[config.mk]
export PLATFORM = sky130hd
export DESIGN_NAME = cache_control
export DESIGN_NICKNAME = d
export VERILOG_FILES = /design/src/rtl/cache_control.sv
export SDC_FILE = /design/constraint.sdc
export NUM_CORES = 1
export LEC_CHECK = 0
export BUFFER_PORTS_ARGS = -buffer_cell sky130_fd_sc_hd__buf_2
export CAP_MARGIN = 40
export CORE_ASPECT_RATIO = 1.1
export CORE_MARGIN = 2
export CORE_UTILIZATION = 39
export DETAILED_ROUTE_END_ITERATION = 8
export GPL_ROUTABILITY_DRIVEN = 0
export MAX_ROUTING_LAYER = met4
export PLACE_DENSITY = 0.71
export SLEW_MARGIN = 20
export SYNTH_ARGS = -nofsm -noshare
export SYNTH_HDL_FRONTEND = slang
export SYNTH_SLANG_ARGS = --single-unit
export TNS_END_PERCENT = 100
[constraint.sdc]
create_clock -name clk -period 4.9 [get_ports clk]
set_input_delay 0.98 -clock clk [delete_from_list [all_inputs] [get_ports clk]]
set_output_delay 0.98 -clock clk [all_outputs]
set_load 0.01 [all_outputs]
[src/rtl/cache_control.sv]
// Miss/hit sequencing FSM for a 2-way set-associative L1 cache with 128-bit lines.
// Also keeps saturating hit, miss and writeback counters.
module cache_control #(
  parameter int unsigned CNT_W = 16
) (
  input  logic             clk,
  input  logic             reset_n,
  input  logic             mem_read,
  input  logic             mem_write,
  input  logic             hit0,
  input  logic             hit1,
  input  logic             dirty0,
  input  logic             dirty1,
  input  logic             lru,
  input  logic             pmem_resp,
  output logic             mem_resp,
  output logic             pmem_read,
  output logic             pmem_write,
  output logic [1:0]       pmem_addr_sel,
  output logic             way_sel,
  output logic             route_hit,
  output logic             load_way0,
  output logic             load_way1,
  output logic             dirty_we0,
  output logic             dirty_we1,
  output logic             dirty_in,
  output logic             lru_we,
  output logic             lru_in,
  output logic [CNT_W-1:0] hit_count,
  output logic [CNT_W-1:0] miss_count,
  output logic [CNT_W-1:0] wb_count
);

  typedef enum logic [1:0] {StIdle, StWriteback, StAllocate} state_e;

  state_e           state_q;
  logic             victim_q;
  logic [CNT_W-1:0] hit_cnt_q, miss_cnt_q, wb_cnt_q;

  logic req, any_hit, hit_way, lru_dirty;

  assign req       = mem_read | mem_write;
  assign any_hit   = hit0 | hit1;
  assign hit_way   = hit1;  // way 1 wins if both tags match
  assign lru_dirty = lru ? dirty1 : dirty0;

  function automatic logic [CNT_W-1:0] sat_inc(input logic [CNT_W-1:0] c);
    return (c == {CNT_W{1'b1}}) ? c : c + {{(CNT_W-1){1'b0}}, 1'b1};
  endfunction

  always_ff @(posedge clk) begin
    if (!reset_n) begin
      state_q    <= StIdle;
      victim_q   <= 1'b0;
      hit_cnt_q  <= '0;
      miss_cnt_q <= '0;
      wb_cnt_q   <= '0;
    end else begin
      case (state_q)
        StIdle: begin
          if (req && any_hit) begin
            hit_cnt_q <= sat_inc(hit_cnt_q);
          end else if (req) begin
            victim_q   <= lru;
            miss_cnt_q <= sat_inc(miss_cnt_q);
            if (lru_dirty) begin
              state_q  <= StWriteback;
              wb_cnt_q <= sat_inc(wb_cnt_q);
            end else begin
              state_q <= StAllocate;
            end
          end
        end
        StWriteback: if (pmem_resp) state_q <= StAllocate;
        StAllocate:  if (pmem_resp) state_q <= StIdle;
        default:     state_q <= StIdle;
      endcase
    end
  end

  always_comb begin
    mem_resp      = 1'b0;
    pmem_read     = 1'b0;
    pmem_write    = 1'b0;
    pmem_addr_sel = 2'd0;
    way_sel       = victim_q;
    route_hit     = 1'b1;
    load_way0     = 1'b0;
    load_way1     = 1'b0;
    dirty_we0     = 1'b0;
    dirty_we1     = 1'b0;
    dirty_in      = 1'b0;
    lru_we        = 1'b0;
    lru_in        = 1'b0;
    case (state_q)
      StIdle: begin
        if (req && any_hit) begin
          mem_resp = 1'b1;
          lru_we   = 1'b1;
          lru_in   = ~hit_way;
          if (mem_write) begin
            way_sel   = hit_way;
            load_way0 = ~hit_way;
            load_way1 = hit_way;
            dirty_we0 = ~hit_way;
            dirty_we1 = hit_way;
            dirty_in  = 1'b1;
          end
        end
      end
      StWriteback: begin
        pmem_write    = 1'b1;
        pmem_addr_sel = victim_q ? 2'd2 : 2'd1;
      end
      StAllocate: begin
        pmem_read = 1'b1;
        route_hit = 1'b0;
        if (pmem_resp) begin
          load_way0 = ~victim_q;
          load_way1 = victim_q;
          dirty_we0 = ~victim_q;
          dirty_we1 = victim_q;
        end
      end
      default: ;
    endcase
  end

  assign hit_count  = hit_cnt_q;
  assign miss_count = miss_cnt_q;
  assign wb_count   = wb_cnt_q;

endmodule
## Word-level counts from Yosys, hierarchy flattened

Cells that the tools add are included.

| storage, ports and cells | value |
|---|---|
| logic and storage cells | 62 |
| output and inout port bits | 62 |
| input port bits | 10 |
| flip-flop bits (word level) | 51 |

| operators by class | value |
|---|---|
| reduce and logical (&&, ||, !) cells | 7 |
| bitwise operators | 8 |
| multiplexer cells | 30 |
| equality and inequality tests | 9 |
| add/subtract/negate cells | 3 |

Operator list:

| operator | number |
|---|---|
| $add 16x1->16 const B | 3 |
| $eq 16x16->1 const B | 3 |
| $mux 1 | 20 |
| $mux 2 | 7 |
| $ne 2x2->1 const B | 4 |
| $reduce_and 4->1 | 2 |
| $not 1->1 | 6 |
| $pmux 2 s3 | 1 |
| $reduce_and 3->1 | 2 |
| $reduce_and 5->1 | 1 |
| $pmux 1 s2 | 2 |
| $eq 2x1->1 const B | 1 |
| $eq 2x2->1 const B | 1 |
| $logic_not 2->1 | 1 |
| $or 1x1->1 | 2 |
| $logic_and 1x1->1 | 1 |

## Longest topological paths before layout

Gate-level depths: netlist of the first run.

| depth | value |
|---|---|
| depth after elaboration | 5 |
| mapped depth | 7 |
| gate-level depth less buffers | 6 |

## Least setup slack after synthesis of the first run

Ideal clock, no wire load.

| path | value |
|---|---|
| path kind | input -> output |
| start | in hit0 |
| end | out load_way0 |
| stages | 4 |
| setup slack | 1.950 ns |
| arrival | 1.970 ns |
| required time | 3.920 ns |
| path through | nor2_2 > nor4_1 > a32o_1 > buf_4 |

| on the way | value |
|---|---|
| cells in the longest elaborated chain, start to end | 4 |

RTL lines:

| what | RTL line | source |
|---|---|---|
| start, declared | 10 | `input logic hit0,` |
| $or 1x1->1 | 43 | `assign any_hit = hit0 \| hit1;` |
| $logic_and 1x1->1 | 97 | `if (req && any_hit) begin` |
| $mux 1 | - |  |
| $pmux 1 s2 | - |  |
| end, declared | 22 | `output logic load_way0,` |

No other way between the ends.

## Final worst setup path of the first run

| path | value |
|---|---|
| start | in mem_write |
| end | out dirty_we0 |

| on the way | value |
|---|---|
| cells in the longest elaborated chain, start to end | 4 |
| elaborated cells on any way between the ends | 5 |
| those cells by class | mux: 3; bitwise: 1; reduce/logical: 1 |

RTL lines:

| what | RTL line | source |
|---|---|---|
| start, declared | 9 | `input logic mem_write,` |
| $or 1x1->1 | 42 | `assign req = mem_read \| mem_write;` |
| $logic_and 1x1->1 | 97 |  |
| $mux 1 (*) | 97 |  |
| $pmux 1 s2 (*) | 95 | `case (state_q)` |
| end, declared | 24 | `output logic dirty_we0,` |

Mark *: on every way between the ends. The rest lies on a longest branch, timed or not.

==> results.ini, run 1 <==
[status]
status = finished clean

[logic_synthesis]
count_of_flip_flops_with_a_built_in_enable_after_synthesis = 0
synth_top_cell_by_area = dfxtp_1
ys_types = 53
post_synth_instance_area_um2 = 2658
synth_top_cells_by_area = dfxtp_1 38%, xnor2_1 7.6%, nor2_1 6.1%
synth_ff_type = dfxtp_1
synthesis.instances = 310
netlist.area_leader.share = 0.3842
async_reset_ff_frac = 0
synthesis.yosys.warnings = 0
synth.avg_cell_area_um2 = 8.573
synth.yosys.seq_area_share = 0.3842
synth-seq-cells = 51
syn-num-nets = 323

[sta]
unrepaired_setup_endpoints_after_global_routing = false
final.setup.tns_ns = 0
maxSlewHeadroom = 0.5700
worst_slew_pin_slew_ns = 0.6397
clock.fmax_mhz = 347.4
final-setup-viol-count = 0
period_share = 0.5875
clock-skew-final_ns = 0.006296
final_hold_viol_count = 0
setup_ws_ns = 2.021
final-max-slew-violation-count = 0
layout_min_cycle_time_ns = 2.879
final_hold_slack_ns = 0.4951

[place]
pre_cts_setup_slack_ns = 2.020
placed_cell_area_um2 = 3070
io_buffers = 71
placed_cells_incl_taps = 454
hpwlAfterDp_mm = 4.528

[routing]
routed_wirelength_mm = 6.163
wire_per_inst_um = 13.31
number_of_violations_reported_at_the_end_of_detailed_routing_iteration_0 = 108
post_drt_via_cell_ratio = 5.296
route.antenna.remaining_nets = 0
post-route-drc-count = 0
routed-via-count = 2452
firstDrtPassIters = 4

[finish]
diodes = 0
nNetsFinal = 393
synthToLayoutAreaGrowth_pct = 19.35
postLayoutCellArea_um2 = 3172
area_of_the_multi_input_gates_um2 = 1541
post_route_cells_drive_above_1_share = 0.2625
finish.utilization = 0.4810
final-seq-area_um2 = 1021
n_fill_cell = 667
final-instance-count-excl-fill = 463

[min_path]
holdCritPathClass = reg -> reg
holdPathEnd = hit_count[15]$_SDFFE_PN0P_
timing.hold.worst_path_depth = 2
min_from = hit_count[15]$_SDFFE_PN0P_

[power_and_ir_drop]
p_leak_nw = 1.274
cellPowerDensity_nw_per_um2 = 233.0
power_uw = 739.1
vdd_drop_max_mv = 0.1523

[global_route]
grt_pass1_wl_mm = 10.30
grt_start_max_net_pins = 46
track_usage = 0.1759
antenna_found_initial = 0
globalRouteOverflowTotal = 0
via_count_of_the_first_global_routing_pass = 2225

[clock_tree]
worstSkewPairLatency_ns = 0.30
cts_root_buf = clkbuf_8
cts_setup_buffers = 0
htreeDepth = 2
post_cts_resized = 0
tritoncts_clock_tree = built
ctsLongestPathBuffers = 2
cts.reportedPaths.clkPinSlew_ns = 0.09
cts_num_sinks = 51
cts_made_buffers = 5
cts_hold_buffers = 0

[floorplanning]
design.die.area_um2 = 7491
placement_rows = 31
die_width_um = 82.71
placeableCoreArea_um2 = 6594
y_dimension_of_the_die_um = 90.58
starting_density = 0.4030
ios = 72

[worst_setup_path]
crit_fanout = 7
worst-endpoint-arrival_ns = 1.90
timing.rr.start = state_q[0]$_SDFFE_PN0P_
crit_type = in -> out
crit_path_frequent_cell = buf_2
critPathRequiredTime_ns = 3.92
r2r_setup_slack_ns = 2.87
crit_path_cell_trace = buf_2 -> nor2_1 -> nor4_1 -> a32o_1 -> buf_2
cpMaxStageDelayCell = nor2_1
crit_path_start_kind = input port
worst_path_largest_cell_delay_ns = 0.31
timing.critical_path.to_type = output port
critical_path.reg2reg.endpoint = wb_count[9]$_SDFFE_PN0P_
timing.reg2reg.worst_path_depth = 5

[run]
maxCapViolCount = 0

registers in the layout (all words and copies together), names as in the netlist:
register    cells
hit_count      16
miss_count     16
state_q         2
victim_q        1
wb_count       16
cells by family after synthesis:
kind of cell               count (synthesis)  synth area share
and+or+nand+nor                          167            0.3639
DFF                                       51            0.3842
AOI/OAI and AO/OA                         31           0.07015
xor gates and xnor gates                  30           0.09887
buffers and inverters                     20           0.03814
muxes                                      8           0.03060
adders and majority gates                  3           0.01413
worst max path at each step:
stage / start / endpoint / slack [ns] / cells after the start
3_3_place_gp: mem_write / dirty_we0 / 2.03 / 5
3_5_place_dp: mem_write / dirty_we0 / 2.02 / 5
5_1_grt: mem_write / dirty_we0 / 1.92 / 5
6_report: mem_write / dirty_we0 / 2.02 / 5
2_1_floorplan: hit0 / load_way0 / 1.95 / 4
4_1_cts: mem_write / dirty_we0 / 2.02 / 5
worst max-delay path, delay by kind of cell:
kind,cells,cell delay (ns)
compound gates,1,0.22
buf+inv,2,0.28
simple gates,2,0.42
area by class of cell:
cell class                 instances  share of cell area
tap                               82             0.03235
sequential                        51              0.3219
timing repair buffer              75              0.1247
clock buffer                       7             0.02406
multi-input combinational        239              0.4860
inverter                           8            0.009467
clock inverter                     1            0.001578
power breakdown:
group	switching [mW]	leakage (nW)	internal, mW
registers	0.00882	0.412	0.420
logic	0.0452	0.821	0.0284
clock network	0.136	0.0422	0.101
cells in the mapped netlist, types with 2 or more instances:
cell type / number
nor3_1: 12
or2_2: 3
buf_6: 2
clkbuf_1: 7
buf_4: 3
nand4_1: 14
nor4_4: 2
nand3_1: 21
xor2_1: 7
o21ai_0: 9
and4_1: 6
dfxtp_1: 51
nor4_1: 4
nand2_1: 20
inv_1: 7
or3_1: 6
nor3b_1: 3
nor2_1: 43
and2_1: 2
a32o_1: 2
ha_1: 3
a31oi_1: 2
nand2b_1: 5
mux2i_1: 7
xnor2_1: 23
and3_1: 6
nor4_2: 4
a21oi_1: 11
per-layer routing:
| metal | GRT usage | up-vias | wire length [um] |
|---|---|---|---|
| li1 | - | 1242 | - |
| met1 | 0.2306 | 1143 | 2919 |
| met2 | 0.2735 | 61 | 2854 |
| met3 | 0.04200 | 6 | 329 |
| met4 | 0.04098 | 0 | 59 |
| met5 | - | - | 0 |
cells in the final DEF, fill, tap and decap left out, types with 7 or more instances in the layout:
cell      n
nand4_1  14
nand2_1  20
dfxtp_1  51
xnor2_1  23
nor2_1   43
o21ai_0   9
a21oi_1  11
mux2i_1   7
nand3_1  21
inv_1     7
buf_2    72
nor3_1   12
xor2_1    7
(Power assumes the default switching activity.)
==> run 2: changes to the inputs <==
==> constraint.sdc (replaced) <==
create_clock -name clk -period 3 [get_ports clk]
set_input_delay 0.6 -clock clk [delete_from_list [all_inputs] [get_ports clk]]
set_output_delay 0.6 -clock clk [all_outputs]
set_load 0.01 [all_outputs]
==> run 2 against run 1 <==
  * Die area unchanged
  * Sequential share of layout area grew 0.076 points
  * Largest cell class unchanged
  * Final area shrank 0.24%
==> results.ini, run 2 (synthesis gave the netlist of run 1 again) <==
[status]
status = finished clean  ; unchanged

[routing]
wire_per_inst_um = 13.28  ; was 13.31 um
routed_wirelength_mm = 6.164  ; was 6.163 mm
post_drt_via_cell_ratio = 5.278  ; was 5.296
firstDrtPassIters = 5  ; was 4
number_of_violations_reported_at_the_end_of_detailed_routing_iteration_0 = 81  ; was 108
route.antenna.remaining_nets = 0  ; unchanged
post-route-drc-count = 0  ; unchanged
routed-via-count = 2449  ; was 2,452

[worst_setup_path]
crit_type = in -> out  ; unchanged
timing.critical_path.to_type = output port  ; unchanged
crit_path_start_kind = input port  ; unchanged
r2r_setup_slack_ns = 0.97  ; was 2.87 ns
critPathRequiredTime_ns = 2.40  ; was 3.92 ns
timing.reg2reg.worst_path_depth = 5  ; unchanged
timing.rr.start = state_q[0]$_SDFFE_PN0P_  ; unchanged
crit_fanout = 7  ; unchanged
worst-endpoint-arrival_ns = 1.54  ; was 1.90 ns
critical_path.reg2reg.endpoint = wb_count[9]$_SDFFE_PN0P_  ; unchanged

[global_route]
grt_pass1_wl_mm = 9.949  ; was 10.30 mm
via_count_of_the_first_global_routing_pass = 2160  ; was 2,225
grt_start_max_net_pins = 46  ; unchanged
antenna_found_initial = 1  ; was 0
track_usage = 0.1708  ; was 0.1759
globalRouteOverflowTotal = 0  ; unchanged

[min_path]
min_from = hit_count[15]$_SDFFE_PN0P_  ; unchanged
holdCritPathClass = reg -> reg  ; unchanged
timing.hold.worst_path_depth = 2  ; unchanged
holdPathEnd = hit_count[15]$_SDFFE_PN0P_  ; unchanged

[finish]
synthToLayoutAreaGrowth_pct = 19.07  ; was 19.35%
post_route_cells_drive_above_1_share = 0.2625  ; unchanged
n_fill_cell = 652  ; was 667
most-common-layout-cells = 71 x buf_2, 51 x dfxtp_1, 43 x nor2_1, 23 x xnor2_1, 21 x nand3_1  ; was 72 x buf_2, 51 x dfxtp_1, 43 x nor2_1, 23 x xnor2_1, 21 x nand3_1
nNetsFinal = 393  ; unchanged
mostFrequentLayoutCell = buf_2  ; unchanged

[power_and_ir_drop]
internal_power_uw = 894.9  ; was 549.0 uW
switching_share = 0.2532  ; was 0.2572
cellPowerDensity_nw_per_um2 = 378.7  ; was 233.0 nW/um^2
sequentialPowerShare = 0.584  ; was 0.580
vdd_drop_max_mv = 0.1970  ; was 0.1523 mV
p_leak_nw = 1.269  ; was 1.274 nW
comb_power_share = 0.098  ; was 0.100
power_mw = 1.198  ; was 739.1 uW
switching_power_uw = 303.4  ; was 190.1 uW
clockPowerShare = 0.318  ; was 0.320

[clock_tree]
cts_root_buf = clkbuf_8  ; unchanged
cts_num_sinks = 51  ; unchanged
worstSkewPairLatency_ns = 0.30  ; about the same
cts_made_buffers = 5  ; unchanged
cts.reportedPaths.clkPinSlew_ns = 0.08  ; was 0.09 ns
cts_setup_buffers = 0  ; unchanged
ctsLongestPathBuffers = 2  ; unchanged
tritoncts_clock_tree = built  ; unchanged
post_cts_resized = 0  ; unchanged
htreeDepth = 2  ; unchanged
cts_hold_buffers = 0  ; unchanged

[sta]
final-setup-viol-count = 0  ; unchanged
final-max-slew-violation-count = 0  ; unchanged
unrepaired_setup_endpoints_after_global_routing = false  ; unchanged
period_share = 0.7145
worst_slew_pin_slew_ns = 0.7908  ; was 0.6397 ns
maxSlewHeadroom = 0.4720  ; was 0.5700
clock.fmax_mhz = 466.5
layout_min_cycle_time_ns = 2.143
clock-skew-final_ns = 0.006508  ; was 0.006296 ns
final_hold_viol_count = 0  ; unchanged
final.setup.tns_ns = 0  ; unchanged

[floorplanning]
placement_rows = 31  ; unchanged
y_dimension_of_the_die_um = 90.58  ; unchanged
placeableCoreArea_um2 = 6594  ; unchanged
starting_density = 0.4030  ; unchanged
die_width_um = 82.71  ; unchanged
ios = 72  ; unchanged
design.die.area_um2 = 7491  ; unchanged

[run]
maxCapViolCount = 0  ; unchanged

[place]
hpwlAfterDp_mm = 4.483  ; was 4.528 mm
io_buffers = 71  ; unchanged

run 2: cell types whose count changed in the layout (fill, tap and decap cells not counted):
cell / before / now
buf_4: 2 / 4
diode_2: 0 / 1
buf_12: 1 / 0
buf_2: 72 / 71
run 2: layer usage:
metal	part of all wire	global-route usage	up-vias
met2	0.45	0.2648	63
met5	0	-	-
li1	-	-	1242
met4	0.0099	0.04098	0
met3	0.072	0.05700	5
met1	0.46	0.2140	1139
run 2: critical path, stage by stage:
cell    delay, ns
buf_2        0.14
nor2_1       0.33
nor4_1       0.11
a32o_1       0.22
buf_2        0.14
run 2: how the worst max path moves through the flow:
stage	start	endpoint	slack (ns)	cells after the start
floorplan	hit0	load_way0	0.81	4
global placement	hit0	wb_count[10]$_SDFFE_PN0P_	0.65	6
detailed placement	hit0	wb_count[9]$_SDFFE_PN0P_	0.62	6
CTS	state_q[0]$_SDFFE_PN0P_	dirty_we0	0.85	4
global route	state_q[0]$_SDFFE_PN0P_	dirty_we0	0.78	4
finish	mem_write	dirty_we0	0.86	5
run 2: area by class of cell:
class                   count  area, um^2  share of cell area
clock buffers               7       76.32             0.02412
well taps                  82       102.6             0.03242
clock inverters             1       5.005            0.001582
diodes                      1       2.502           0.0007908
inverters                   8       30.03            0.009490
flip-flops and latches     51        1021              0.3227
multi-input cells         239        1541              0.4872
repair buffers             75       385.4              0.1218
run 2: through the flow:
step / hold WS, ns / instances / area (um^2) / worst slack [ns] / utilization
6_report: 0.4946 / 464 / 3164 / 0.8565 / 0.4799
3_3_place_gp: 0.4780 / 455 / 3080 / 0.6548 / 0.4672
3_5_place_dp: 0.4827 / 455 / 3080 / 0.6162 / 0.4672
4_1_cts: 0.4970 / 463 / 3162 / 0.8525 / 0.4795
5_1_grt: 0.5255 / 464 / 3164 / 0.7787 / 0.4799
2_1_floorplan: 0.4989 / 310 / 2658 / 0.8096 / -
run 2: power groups by stage:
| stage | clock, mW | combinational [mW] | sequential, mW |
|---|---|---|---|
| after floorplan | 0 | 0.0786 | 0.716 |
| after global placement | 0 | 0.117 | 0.715 |
| after detailed placement | 0 | 0.119 | 0.716 |
| after CTS | 0.402 | 0.119 | 0.700 |
| after global routing | 0.425 | 0.131 | 0.702 |
| final | 0.381 | 0.117 | 0.700 |
